File: config.mk
export PLATFORM = sky130hd
export DESIGN_NAME = seq_divider_flat
export DESIGN_NICKNAME = d
export VERILOG_FILES = /design/src/rtl/seq_divider_if.sv /design/src/rtl/seq_divider.sv /design/src/flat_wrapper.sv
export SDC_FILE = /design/constraint.sdc
export NUM_CORES = 1
export LEC_CHECK = 0
export CORE_ASPECT_RATIO = 1.75
export CORE_MARGIN = 5
export CORE_UTILIZATION = 50
export DETAILED_ROUTE_END_ITERATION = 8
export DONT_BUFFER_PORTS = 1
export PLACE_DENSITY = 0.61
export SYNTH_ARGS = -nofsm -noshare
export SYNTH_HDL_FRONTEND = slang
export SYNTH_SLANG_ARGS = --single-unit
File: constraint.sdc
create_clock -name clk -period 3.1 [get_ports clk]
set_input_delay 0.775 -clock clk [delete_from_list [all_inputs] [get_ports clk]]
set_output_delay 0.775 -clock clk [all_outputs]
set_load 0.05 [all_outputs]
File: src/rtl/seq_divider_if.sv
// Start/done handshake and operand/result bus for the iterative divider.
// master drives the request side; slave (the divider) drives results.
interface seq_divider_if #(
  parameter int width = 32
);
  logic             start;
  logic             is_signed;
  logic [width-1:0] dividend;
  logic [width-1:0] divisor;
  logic             busy;
  logic             done;
  logic [width-1:0] quotient;
  logic [width-1:0] remainder;
  logic             div_by_zero;

  modport master (
    output start, is_signed, dividend, divisor,
    input  busy, done, quotient, remainder, div_by_zero
  );

  modport slave (
    input  start, is_signed, dividend, divisor,
    output busy, done, quotient, remainder, div_by_zero
  );
endinterface

File: src/rtl/seq_divider.sv
// Restoring divider, one quotient bit per clock; done width+1 cycles after start (1 on divide-by-zero).
// start is only sampled while idle; requests arriving while busy are dropped.
module seq_divider #(
  parameter int width = 32,
  parameter int CNT_W = 6
) (
  input  logic          clk,
  input  logic          rst_n,
  seq_divider_if.slave  bus
);

  typedef enum logic [1:0] {IDLE, RUN, FIX} state_t;

  state_t           state_q, state_d;
  logic [width-1:0] dvd_q, dvd_d;    // dividend magnitude, shifts out MSB-first as quotient shifts in
  logic [width-1:0] rem_q, rem_d;
  logic [width-1:0] dsr_q, dsr_d;
  logic [CNT_W-1:0] cnt_q, cnt_d;
  logic             neg_q_q, neg_q_d;
  logic             neg_r_q, neg_r_d;
  logic             dz_q, dz_d;
  logic             done_q, done_d;
  logic             dbz_q, dbz_d;
  logic [width-1:0] quot_q, quot_d;
  logic [width-1:0] remo_q, remo_d;

  logic [width:0]   pr_ext;
  logic [width:0]   trial;
  logic             borrow;
  logic             in_zero;
  logic [width-1:0] dvd_mag, dsr_mag;

  assign in_zero = (bus.divisor == '0);
  assign dvd_mag = (bus.is_signed && bus.dividend[width-1]) ? (~bus.dividend + 1'b1) : bus.dividend;
  assign dsr_mag = (bus.is_signed && bus.divisor[width-1])  ? (~bus.divisor + 1'b1)  : bus.divisor;

  // Shifted partial remainder can reach 2*divisor-1, so it carries one extra bit;
  // when that bit is set the trial cannot borrow.
  assign pr_ext = {rem_q, dvd_q[width-1]};
  assign trial  = pr_ext + {1'b1, ~dsr_q} + 1'b1;
  assign borrow = trial[width] & ~pr_ext[width];

  always_comb begin
    state_d = state_q;
    dvd_d   = dvd_q;
    rem_d   = rem_q;
    dsr_d   = dsr_q;
    cnt_d   = cnt_q;
    neg_q_d = neg_q_q;
    neg_r_d = neg_r_q;
    dz_d    = dz_q;
    done_d  = 1'b0;
    dbz_d   = dbz_q;
    quot_d  = quot_q;
    remo_d  = remo_q;
    case (state_q)
      IDLE: begin
        if (bus.start) begin
          neg_q_d = bus.is_signed & (bus.dividend[width-1] ^ bus.divisor[width-1]);
          neg_r_d = bus.is_signed & bus.dividend[width-1];
          dz_d    = in_zero;
          // On divide-by-zero the raw dividend is kept so it can be returned untouched.
          dvd_d   = in_zero ? bus.dividend : dvd_mag;
          dsr_d   = dsr_mag;
          rem_d   = '0;
          cnt_d   = CNT_W'(width - 1);
          state_d = in_zero ? FIX : RUN;
        end
      end
      RUN: begin
        dvd_d = {dvd_q[width-2:0], ~borrow};
        rem_d = borrow ? pr_ext[width-1:0] : trial[width-1:0];
        cnt_d = cnt_q - 1'b1;
        if (cnt_q == '0) state_d = FIX;
      end
      FIX: begin
        if (dz_q) begin
          quot_d = '1;
          remo_d = dvd_q;
          dbz_d  = 1'b1;
        end else begin
          quot_d = neg_q_q ? (~dvd_q + 1'b1) : dvd_q;
          remo_d = neg_r_q ? (~rem_q + 1'b1) : rem_q;
          dbz_d  = 1'b0;
        end
        done_d  = 1'b1;
        state_d = IDLE;
      end
      default: state_d = IDLE;
    endcase
  end

  always_ff @(posedge clk or negedge rst_n) begin
    if (!rst_n) begin
      state_q <= IDLE;
      dvd_q   <= '0;
      rem_q   <= '0;
      dsr_q   <= '0;
      cnt_q   <= '0;
      neg_q_q <= 1'b0;
      neg_r_q <= 1'b0;
      dz_q    <= 1'b0;
      done_q  <= 1'b0;
      dbz_q   <= 1'b0;
      quot_q  <= '0;
      remo_q  <= '0;
    end else begin
      state_q <= state_d;
      dvd_q   <= dvd_d;
      rem_q   <= rem_d;
      dsr_q   <= dsr_d;
      cnt_q   <= cnt_d;
      neg_q_q <= neg_q_d;
      neg_r_q <= neg_r_d;
      dz_q    <= dz_d;
      done_q  <= done_d;
      dbz_q   <= dbz_d;
      quot_q  <= quot_d;
      remo_q  <= remo_d;
    end
  end

  assign bus.busy        = (state_q != IDLE);
  assign bus.done        = done_q;
  assign bus.quotient    = quot_q;
  assign bus.remainder   = remo_q;
  assign bus.div_by_zero = dbz_q;

endmodule

File: src/flat_wrapper.sv
// flat-port wrapper written by rule: the top's interface ports become plain ports
module seq_divider_flat 
#(
  parameter int width = 32,
  parameter int CNT_W = 6
)
  (clk, rst_n, bus_start, bus_is_signed, bus_dividend, bus_divisor, bus_busy, bus_done, bus_quotient, bus_remainder, bus_div_by_zero);
  seq_divider_if #(.width(width)) bus_i ();
  input  logic clk;
  input  logic rst_n;
  input wire logic [$bits(bus_i.start)-1:0] bus_start;
  input wire logic [$bits(bus_i.is_signed)-1:0] bus_is_signed;
  input wire logic [$bits(bus_i.dividend)-1:0] bus_dividend;
  input wire logic [$bits(bus_i.divisor)-1:0] bus_divisor;
  output wire logic [$bits(bus_i.busy)-1:0] bus_busy;
  output wire logic [$bits(bus_i.done)-1:0] bus_done;
  output wire logic [$bits(bus_i.quotient)-1:0] bus_quotient;
  output wire logic [$bits(bus_i.remainder)-1:0] bus_remainder;
  output wire logic [$bits(bus_i.div_by_zero)-1:0] bus_div_by_zero;
  assign bus_i.start = bus_start;
  assign bus_i.is_signed = bus_is_signed;
  assign bus_i.dividend = bus_dividend;
  assign bus_i.divisor = bus_divisor;
  assign bus_busy = bus_i.busy;
  assign bus_done = bus_i.done;
  assign bus_quotient = bus_i.quotient;
  assign bus_remainder = bus_i.remainder;
  assign bus_div_by_zero = bus_i.div_by_zero;
  seq_divider #(.width(width), .CNT_W(CNT_W)) u_core (.clk(clk), .rst_n(rst_n), .bus(bus_i));
endmodule
; ---- After elaboration in Yosys (flattened, before gate mapping)
; Cells that the tools add are included.
[word_totals]
output_inout_bits = 67
wordCells = 64
register_bits = 173
in_bits = 68
[op_classes]
bitwise_logic = 11
addsub = 7
muxes = 20
eq_ne = 4
n_reduce_logical = 10
[ops]
columns = op, count
row1 = $mux W32, 10
row2 = $not A32 Y32, 5
row3 = $add A32 B1 Y32 const B, 4
row4 = $pmux W32 S2, 2
row5 = $add A33 B1 Y33 const B, 1
row6 = $add A33 B33 Y33, 1
row7 = $logic_not A32 Y1, 1
row8 = $pmux W6 S2, 1
row9 = $logic_not A6 Y1, 1
row10 = $mux W2, 3
row11 = $mux W6, 1
row12 = $reduce_and A2 Y1, 3
row13 = $sub A6 B1 Y6 const B, 1
row14 = $pmux W2 S2, 1
row15 = $reduce_bool A2 Y1, 2
row16 = $and A1 B1 Y1, 3
row17 = $eq A2 B1 Y1 const B, 1
row18 = $eq A2 B2 Y1 const B, 1
row19 = $logic_and A1 B1 Y1, 2
row20 = $logic_not A2 Y1, 1
row21 = $mux W1, 2
row22 = $ne A2 B1 Y1 const B, 1
row23 = $ne A2 B2 Y1 const B, 1
row24 = $not A1 Y1, 2
row25 = $xor A1 B1 Y1, 1

; ---- Depth between registers and ports, before layout
; Gate-level depths: netlist of run 1.
[logic_depth]
ltp_word = 6
ltp_mapped = 14

; ---- Worst setup path before layout of run 1
; No wires, ideal clock.
[synth_timing]
path_type = input to register
from = input port bus_dividend[4]
to = register u_core.dvd_q[29]
slack_ns = -0.114
t_required_ns = 2.965
path_buffers = 0
setup_ns = 0.135
t_arrival_ns = 3.080
stages = 9
path_cell_list = or3_1 -> or4_4 -> nand2b_4 -> or2_4 -> or3b_4 -> or2_4 -> o41ai_4 -> xor2_1 -> a21oi_1
[synth_via]
elab_chain_cells = 6
[synth_rtl]
columns = item, line
row1 = from (decl), flat_wrapper.sv:13  ; input wire logic [$bits(bus_i.dividend)-1:0] bus_dividend;
row2 = $not A32 Y32, seq_divider.sv:34  ; assign dvd_mag = (bus.is_signed && bus.dividend[width-1]) ? (~bus.dividend + 1'b1) : bus.dividend;
row3 = $add A32 B1 Y32, seq_divider.sv:34
row4 = $mux W32, seq_divider.sv:34
row5 = $mux W32, seq_divider.sv:63  ; dvd_d = in_zero ? bus.dividend : dvd_mag;
row6 = $mux W32, seq_divider.sv:58  ; if (bus.start) begin
row7 = $pmux W32 S2, seq_divider.sv:56  ; case (state_q)
row8 = to (signal assigned), seq_divider.sv:109  ; dvd_q <= dvd_d;
row9 = to (decl), seq_divider.sv:15  ; logic [width-1:0] dvd_q, dvd_d;
; No other way between the ends. The select of a mux whose other input is x is not followed.
; A chain may end at the register's enable or synchronous reset.

; ---- Worst setup path in the final report of run 1
[layout_timing]
from = register u_core.dvd_q[31]
to = register u_core.rem_q[24]
[layout_via]
elab_chain_cells = 5
[layout_rtl]
columns = item, line
row1 = $add A33 B33 Y33 *, seq_divider.sv:40  ; assign trial = pr_ext + {1'b1, ~dsr_q} + 1'b1;
row2 = $add A33 B1 Y33 *, seq_divider.sv:40
row3 = $and A1 B1 Y1, seq_divider.sv:41  ; assign borrow = trial[width] & ~pr_ext[width];
row4 = $mux W32 *, seq_divider.sv:72  ; rem_d = borrow ? pr_ext[width-1:0] : trial[width-1:0];
row5 = $pmux W32 S2 *, seq_divider.sv:56
row6 = to (signal assigned), seq_divider.sv:110  ; rem_q <= rem_d;
row7 = to (decl), seq_divider.sv:16  ; logic [width-1:0] rem_q, rem_d;
; Mark *: on every way between the ends. The rest lies on a longest branch, timed or not.

==> results of run 1 <==
[Yosys cell counts, types with 4 or more instances]
cell type  count
a31oi_1        4
nor2_1       101
nor2b_1       13
nand4_1        5
o31ai_1       32
nand2b_1      11
or4_1         13
nor4_1         8
mux2i_1       20
o22ai_1        5
ha_1          38
nand2_1      174
xor2_1        96
a21oi_1      107
clkbuf_1      64
buf_1          7
xnor2_1       48
a32oi_1       12
inv_1         51
dfrtp_1      173
a21o_1        13
nor3_1        19
o41ai_1       14
or3_1         19
a211oi_1       8
nand3_1       17
a22oi_1       30
o21ai_0      177
o21bai_1       5
[kinds of logic (layout without fill, tap and decap cells)]
family                   Yosys count  after routing
AO/OA/AOI/OAI                    431            431
AND/OR/NAND/NOR                  408            408
flip-flops                       173            173
XOR/XNOR                         144            144
buffers and inverters            127            189
adder cells (fa/ha/maj)           39             39
multiplexers                      21             21
[critical path, cell delays in order, from the launching register on]
cell,delay [ps]
dfrtp_1,360
inv_1,90
ha_1,220
fa_1,390
nor2b_2,140
o31a_1,160
o21ai_1,150
a21oi_1,180
o21ai_0,100
buf_4,150
a21bo_4,260
buf_4,160
a32o_1,250
a211o_1,260
[power by group through the flow]
stage	combinational (W)	clock [W]	sequential [W]
final	0.00925	0.00228	0.00459
after global routing	0.0105	0.00239	0.00473
after CTS	0.00914	0.00231	0.00459
after detailed placement	0.00908	0	0.00463
after global placement	0.00894	0	0.00460
after floorplan	0.00658	0	0.00435
[flip-flops by register name, indices dropped and copies added, names as in the netlist, 2 cells and up]
register,cells
u_core.dsr_q,32
u_core.dvd_q,32
u_core.rem_q,32
u_core.state_q,2
u_core.cnt_q,6
u_core.bus.quotient,32
u_core.bus.remainder,32
[final cells by class]
cell class	count	area (um2)	share of cell area [%]
clock inverter	12	161	1.25
inverter	52	195	1.51
tap	300	375	2.90
multi-input combinational	1043	6590	51.0
sequential	173	4330	33.5
timing repair buffer	105	816	6.31
clock buffer	20	457	3.53
[per-layer routing]
metal	routed length, um	share of wire, %	global-route usage [%]	vias up
li1	-	-	-	4860
met1	11400	37	26.2	4627
met2	16700	54	44.6	183
met3	1450	4.7	4.71	53
met4	1110	3.6	10.9	0
met5	0	0	0	-
[layout by cell type (no fill, tap or decap), types with 19 or more instances in the layout]
master,count
o21ai_0,175
nand2_1,173
dfrtp_1,172
a21oi_1,107
buf_4,102
nor2_1,100
xor2_1,96
inv_1,51
xnor2_1,48
ha_1,38
o31ai_1,32
a22oi_1,30
mux2i_1,20
nor3_1,19
[worst max path at each step]
stage / startpoint / end / cells past startpoint
after floorplan: bus_dividend[4] / u_core.dvd_q[29] / 9
after global placement: bus_dividend[4] / u_core.dvd_q[27] / 9
after detailed placement: bus_dividend[4] / u_core.dvd_q[29] / 9
after CTS: u_core.dsr_q[1] / u_core.rem_q[29] / 13
after global routing: u_core.dvd_q[8] / u_core.bus.quotient[25] / 8
final: u_core.dvd_q[31] / u_core.rem_q[24] / 13
[metrics by stage]
step | std cells | utilization, % | setup TNS, ps | cell area, um2 | hold WS [ps]
final | 1705 | 57.3 | 0 | 12900 | 19.2
after global routing | 1705 | 57.3 | -22.9 | 12900 | 0.926
after CTS | 1702 | 56.9 | 0 | 12800 | 1.52
after detailed placement | 1669 | 54.1 | -4570 | 12200 | 471
after global placement | 1669 | 54.1 | -3550 | 12200 | 461
after floorplan | 1343 | - | -145 | 11300 | 450
[timing repair]
item	in CTS	in global routing
endpoints found under the hold margin	7	0
hold buffers	1	0
endpoints found under the setup margin	2	17
setup buffers	0	3
pin swaps	0	2
gates resized for setup	1	11
==> impl_metrics.env, run 1 <==
export IMPL_reg2reg_depth=13
export IMPL_cap_violations=0
export IMPL_cp_required_ps=3430
export IMPL_synth_fa_ha_area_share_pct=4.38
export IMPL_ys_flop_type="dfrtp_1"
export IMPL_die_w_um=124
export IMPL_synth_fp_nets=1450
export IMPL_insertion_delay_ps=450
export IMPL_rsz0062_at_grt="true"
export IMPL_rows=73
export IMPL_ir_worst_vdd_mv=0.521
export IMPL_hold_viol=0
export IMPL_grt_max_degree=168
export IMPL_total_power_w=0.0161
export IMPL_cts_buffers=17
export IMPL_syn_to_final_growth_pct=14.2
export IMPL_fin_worst_skew_ps=8.87
export IMPL_ys_warn_count=0
export IMPL_fp_dieArea_um2=25900
export IMPL_ys_seq_elements=173
export IMPL_antenna_found_initial=0
export IMPL_ys_top_cells_by_area="dfrtp_1 (38%), o21ai_0 (7.8%), xor2_1 (7.4%), nand2_1 (5.8%), a21oi_1 (4.7%)"
export IMPL_dp_worst_setup_slack_ps=-205
export IMPL_min_period_over_period_pct=96.4
export IMPL_synth_edff_count=0
export IMPL_clock_sinks=173
export IMPL_synthSimpleGateAreaFrac_pct=16.9
export IMPL_max_freq_ghz=0.335
export IMPL_io_pins=135
export IMPL_synth_top_area_share_pct=38.2
export IMPL_power_per_cell_area_nw_per_um2=1250
export IMPL_fp_dieH_um=209
export IMPL_grt_pass1_vias=9838
export IMPL_grt_total_usage_pct=24.3
export IMPL_tightest_slew_ps=1030
export IMPL_route_detailed_drc=0
export IMPL_yosysSeqAreaShare_pct=38.2
export IMPL_coreArea_um2=22600
export IMPL_root_buffer="clkbuf_16"
export IMPL_pwr_share_seq_pct=28.5
export IMPL_drt_pass1_iterations=4
export IMPL_cts_buffer_depth=2
export IMPL_synth_largest_area_cell="dfrtp_1"
export IMPL_finalWirelength_um=30600
export IMPL_synthArstFlopShare_pct=100
export IMPL_synth_compound_area_share_pct=23.1
export IMPL_netlist_area_um2=11300
export IMPL_routedWlPerCell_um=18.0
export IMPL_netlist_instances=1343
export IMPL_r2r_start="u_core.dvd_q[31]"
export IMPL_synth_distinct_cells=72
export IMPL_p_int_w=0.00869
export IMPL_drive_above_1_share_pct=12.2
export IMPL_leakagePower_nw=5.65
export IMPL_combPwrFrac_pct=57.4
export IMPL_crit_type="register to register"
export IMPL_io_buffers=0
export IMPL_relSlewSlack_pct=31.2
export IMPL_avgViaCountPerCell=5.70
export IMPL_critPathLaunchType="register"
export IMPL_antenna_left=0
export IMPL_finalCriticalPeriod_ps=2990
export IMPL_synth_top_family_by_area="compound AO/OA/AOI/OAI gates"
export IMPL_netSwitchingFraction_pct=46.1
export IMPL_synth_area_per_cell_um2=8.43
export IMPL_n_fill_cell=2145
export IMPL_critPathArrivalTime_ps=3320
export IMPL_htreeDepth=4
export IMPL_clk_pin_slew_ps=70
export IMPL_grt_overflow=0
export IMPL_status="finished clean"
export IMPL_r2r_end="u_core.rem_q[24]"
export IMPL_place_gp_congestion=0.902
export IMPL_p_clk_share_pct=14.1
export IMPL_fin_nets=1499
export IMPL_switching_power_w=0.00743
export IMPL_grt_first_pass_wirelength_um=49600
export IMPL_cts_tree="yes"
export IMPL_r2r_slack_ps=110
export IMPL_synthMuxAreaShare_pct=1.87
export IMPL_setup_violations=0
export IMPL_maxSlewViolCount=0
export IMPL_dp_hpwl_um=23600
export IMPL_crit_fanout=10
export IMPL_synth_xor_area_share_pct=11.1
export IMPL_hold_class="input pin to async pin"
export IMPL_worstSetupEndpointType="register"
export IMPL_insertedDiodeCount=0
export IMPL_drt_initial_drc_count=630
export IMPL_start_util_pct=50.2
export IMPL_via_count=9723
export IMPL_setup_slack_ps=112
Power figures use the tool's default switching activity.
==> run 2, diff against run 1 <==
--- a/config.mk
+++ b/config.mk
@@ -5,7 +5,6 @@
 export SDC_FILE = /design/constraint.sdc
 export NUM_CORES = 1
 export LEC_CHECK = 0
-export CORE_ASPECT_RATIO = 1.75
 export CORE_MARGIN = 5
 export CORE_UTILIZATION = 50
 export DETAILED_ROUTE_END_ITERATION = 8
==> run 2 against run 1 <==
  * Final area is 1.4% lower
  * Worst setup slack worse by 1.9 ps
  * Fmax hardly changed
  * Sequential cell count stayed put
  * Hold slack better by 16 ps
  * Combinational power is 0.4% higher
  * Clock skew is 7.8 ps higher
  * Register-to-register slack hardly changed
  * Critical path type unchanged
  * Largest cell class unchanged
==> impl_metrics.env, run 2 (synthesis gave the netlist of run 1 again) <==
export IMPL_dp_cells=1634
export IMPL_root_buffer="clkbuf_16"
export IMPL_crit_path_start="u_core.dvd_q[8]"
export IMPL_cts_buffers=17
export IMPL_cap_violations=0
export IMPL_clock_sinks=173
export IMPL_syn_to_final_growth_pct=12.6
export IMPL_leakagePower_nw=5.55
export IMPL_io_buffers=0
export IMPL_cts_buffer_depth=2
export IMPL_rows=55
export IMPL_relSlewSlack_pct=30.2
export IMPL_status="finished clean"
export IMPL_coreArea_um2=22400
export IMPL_placed_cell_area_um2=12100
export IMPL_critPathArrivalTime_ps=3300
export IMPL_max_freq_ghz=0.334
export IMPL_layout_common_cells="o21ai_0 (175), nand2_1 (172), dfrtp_1 (171)"
export IMPL_grt_first_pass_wirelength_um=50700
export IMPL_switching_power_w=0.00770
export IMPL_via_count=9653
export IMPL_io_pins=135
export IMPL_p_clk_share_pct=13.4
export IMPL_netSwitchingFraction_pct=47.8
export IMPL_crit_end="u_core.bus.quotient[31]"
export IMPL_antenna_left=0
export IMPL_setup_violations=0
export IMPL_total_power_w=0.0161
export IMPL_insertedDiodeCount=0
export IMPL_worstSetupEndpointType="register"
export IMPL_die_w_um=160
export IMPL_rsz0062_at_grt="true"
export IMPL_cp_cell_sequence="or4_4 -> or3_4 -> or4_4 -> or3_4 -> o31ai_4 -> nand2_2 -> xnor2_2 -> a21oi_1"
export IMPL_cts_tree="yes"
export IMPL_stdcell_count=1668
export IMPL_finalInstanceArea_um2=12700
export IMPL_fin_worst_skew_ps=16.7
export IMPL_hold_viol=0
export IMPL_grt_total_usage_pct=24.1
export IMPL_grt_pass1_vias=9534
export IMPL_avgViaCountPerCell=5.79
export IMPL_postCtsHoldBufs=0
export IMPL_hold_worst_slack_ps=35.5
export IMPL_crit_type="register to register"
export IMPL_routedWlPerCell_um=18.6
export IMPL_place_gp_congestion=0.884
export IMPL_grt_overflow=0
export IMPL_grt_max_degree=174
export IMPL_combPwrFrac_pct=57.7
export IMPL_power_per_cell_area_nw_per_um2=1260
export IMPL_finalCriticalPeriod_ps=2990
export IMPL_dp_hpwl_um=23000
export IMPL_drive_above_1_share_pct=11.4
export IMPL_finalWirelength_um=31100
export IMPL_insertion_delay_ps=440
export IMPL_crit_slowest_cell="or4_4"
export IMPL_cp_required_ps=3410
export IMPL_drt_pass1_iterations=5
export IMPL_start_util_pct=50.5
export IMPL_min_period_over_period_pct=96.5
export IMPL_r2r_slack_ps=110
export IMPL_htreeDepth=4
export IMPL_ir_worst_vdd_mv=0.510
export IMPL_clk_pin_slew_ps=80
export IMPL_pwr_share_seq_pct=28.9
export IMPL_crit_fanout=5
export IMPL_cpPeakStageDelay_ps=550
export IMPL_fp_dieArea_um2=25700
export IMPL_p_int_w=0.00840
export IMPL_antenna_found_initial=0
export IMPL_fin_nets=1477
export IMPL_r2r_end="u_core.bus.quotient[31]"
export IMPL_hold_class="input pin to async pin"
export IMPL_maxSlewViolCount=0
export IMPL_route_detailed_drc=0
export IMPL_critPathLaunchType="register"
export IMPL_drt_initial_drc_count=640
export IMPL_r2r_start="u_core.dvd_q[8]"
export IMPL_tightest_slew_ps=1050
export IMPL_fp_dieH_um=160
export IMPL_final_common_cell="o21ai_0"
export IMPL_reg2reg_depth=8
export IMPL_fin_util_pct=56.8
## run 2: cell types whose count changed in the layout (fill, tap and decap cells not counted), sizes merged
cell / change
bufinv: -3
clkinvlp: -1
buf: -22
dlygate4sd3: -1
a21bo: +1
clkinv: +1
inv: +5
clkbuf: -2
## run 2: final cells by class
class / instances / area [um2]
multi-input cells: 1044 / 6610
repair buffers: 82 / 666
fillers: 2139 / 9690
clock buffers: 18 / 439
well taps: 285 / 357
flip-flops and latches: 173 / 4330
inverters: 52 / 195
clock inverters: 14 / 145
## run 2: power groups by stage
stage               Combinational (W)  Sequential [W]  Clock (W)
global route                   0.0105         0.00479    0.00229
detailed placement            0.00902         0.00469          0
finish                        0.00929         0.00465    0.00216
floorplan                     0.00658         0.00435          0
CTS                           0.00911         0.00465    0.00219
global placement              0.00888         0.00468          0
## run 2: how the worst min path moves through the flow
stage               slack (ps)  cells past startpoint               end
floorplan                  450                      2  u_core.dsr_q[10]
global placement           460                      2  u_core.dsr_q[25]
detailed placement         470                      2  u_core.dsr_q[18]
CTS                         20                      0  u_core.dsr_q[29]
global route                10                      0  u_core.dsr_q[29]
finish                      40                      0  u_core.dsr_q[29]
## run 2: timing repair
| action | in CTS | in global routing |
|---|---|---|
| pin swaps | 0 | 4 |
| endpoints found under the hold margin | 0 | 0 |
| gates resized for setup | 2 | 14 |
| setup endpoints to repair | 29 | 36 |
| buffers inserted | 0 | 1 |
| gates cloned | 0 | 1 |
## run 2: worst max-delay path, delay by kind of cell (launching register included)
family / cells / cell delay (ps)
AOI/OAI and AO/OA: 2 / 390
xor gates and xnor gates: 1 / 160
DFF: 1 / 380
and+or+nand+nor: 5 / 1930
## run 2: stage by stage
step	TNS [ps]	setup slack, ps
floorplan	-145	-93.1
global placement	-3700	-183
detailed placement	-4490	-207
CTS	-12.1	-12.1
global route	-13.6	-10.2
finish	0	110
## run 2: layer usage
layer	vias to the layer above	wire length (um)	track usage, %
met5	-	0	0
met4	0	516	5.94
met3	35	1370	4.88
met2	172	14900	39.5
met1	4632	14300	32.9
li1	4814	-	-
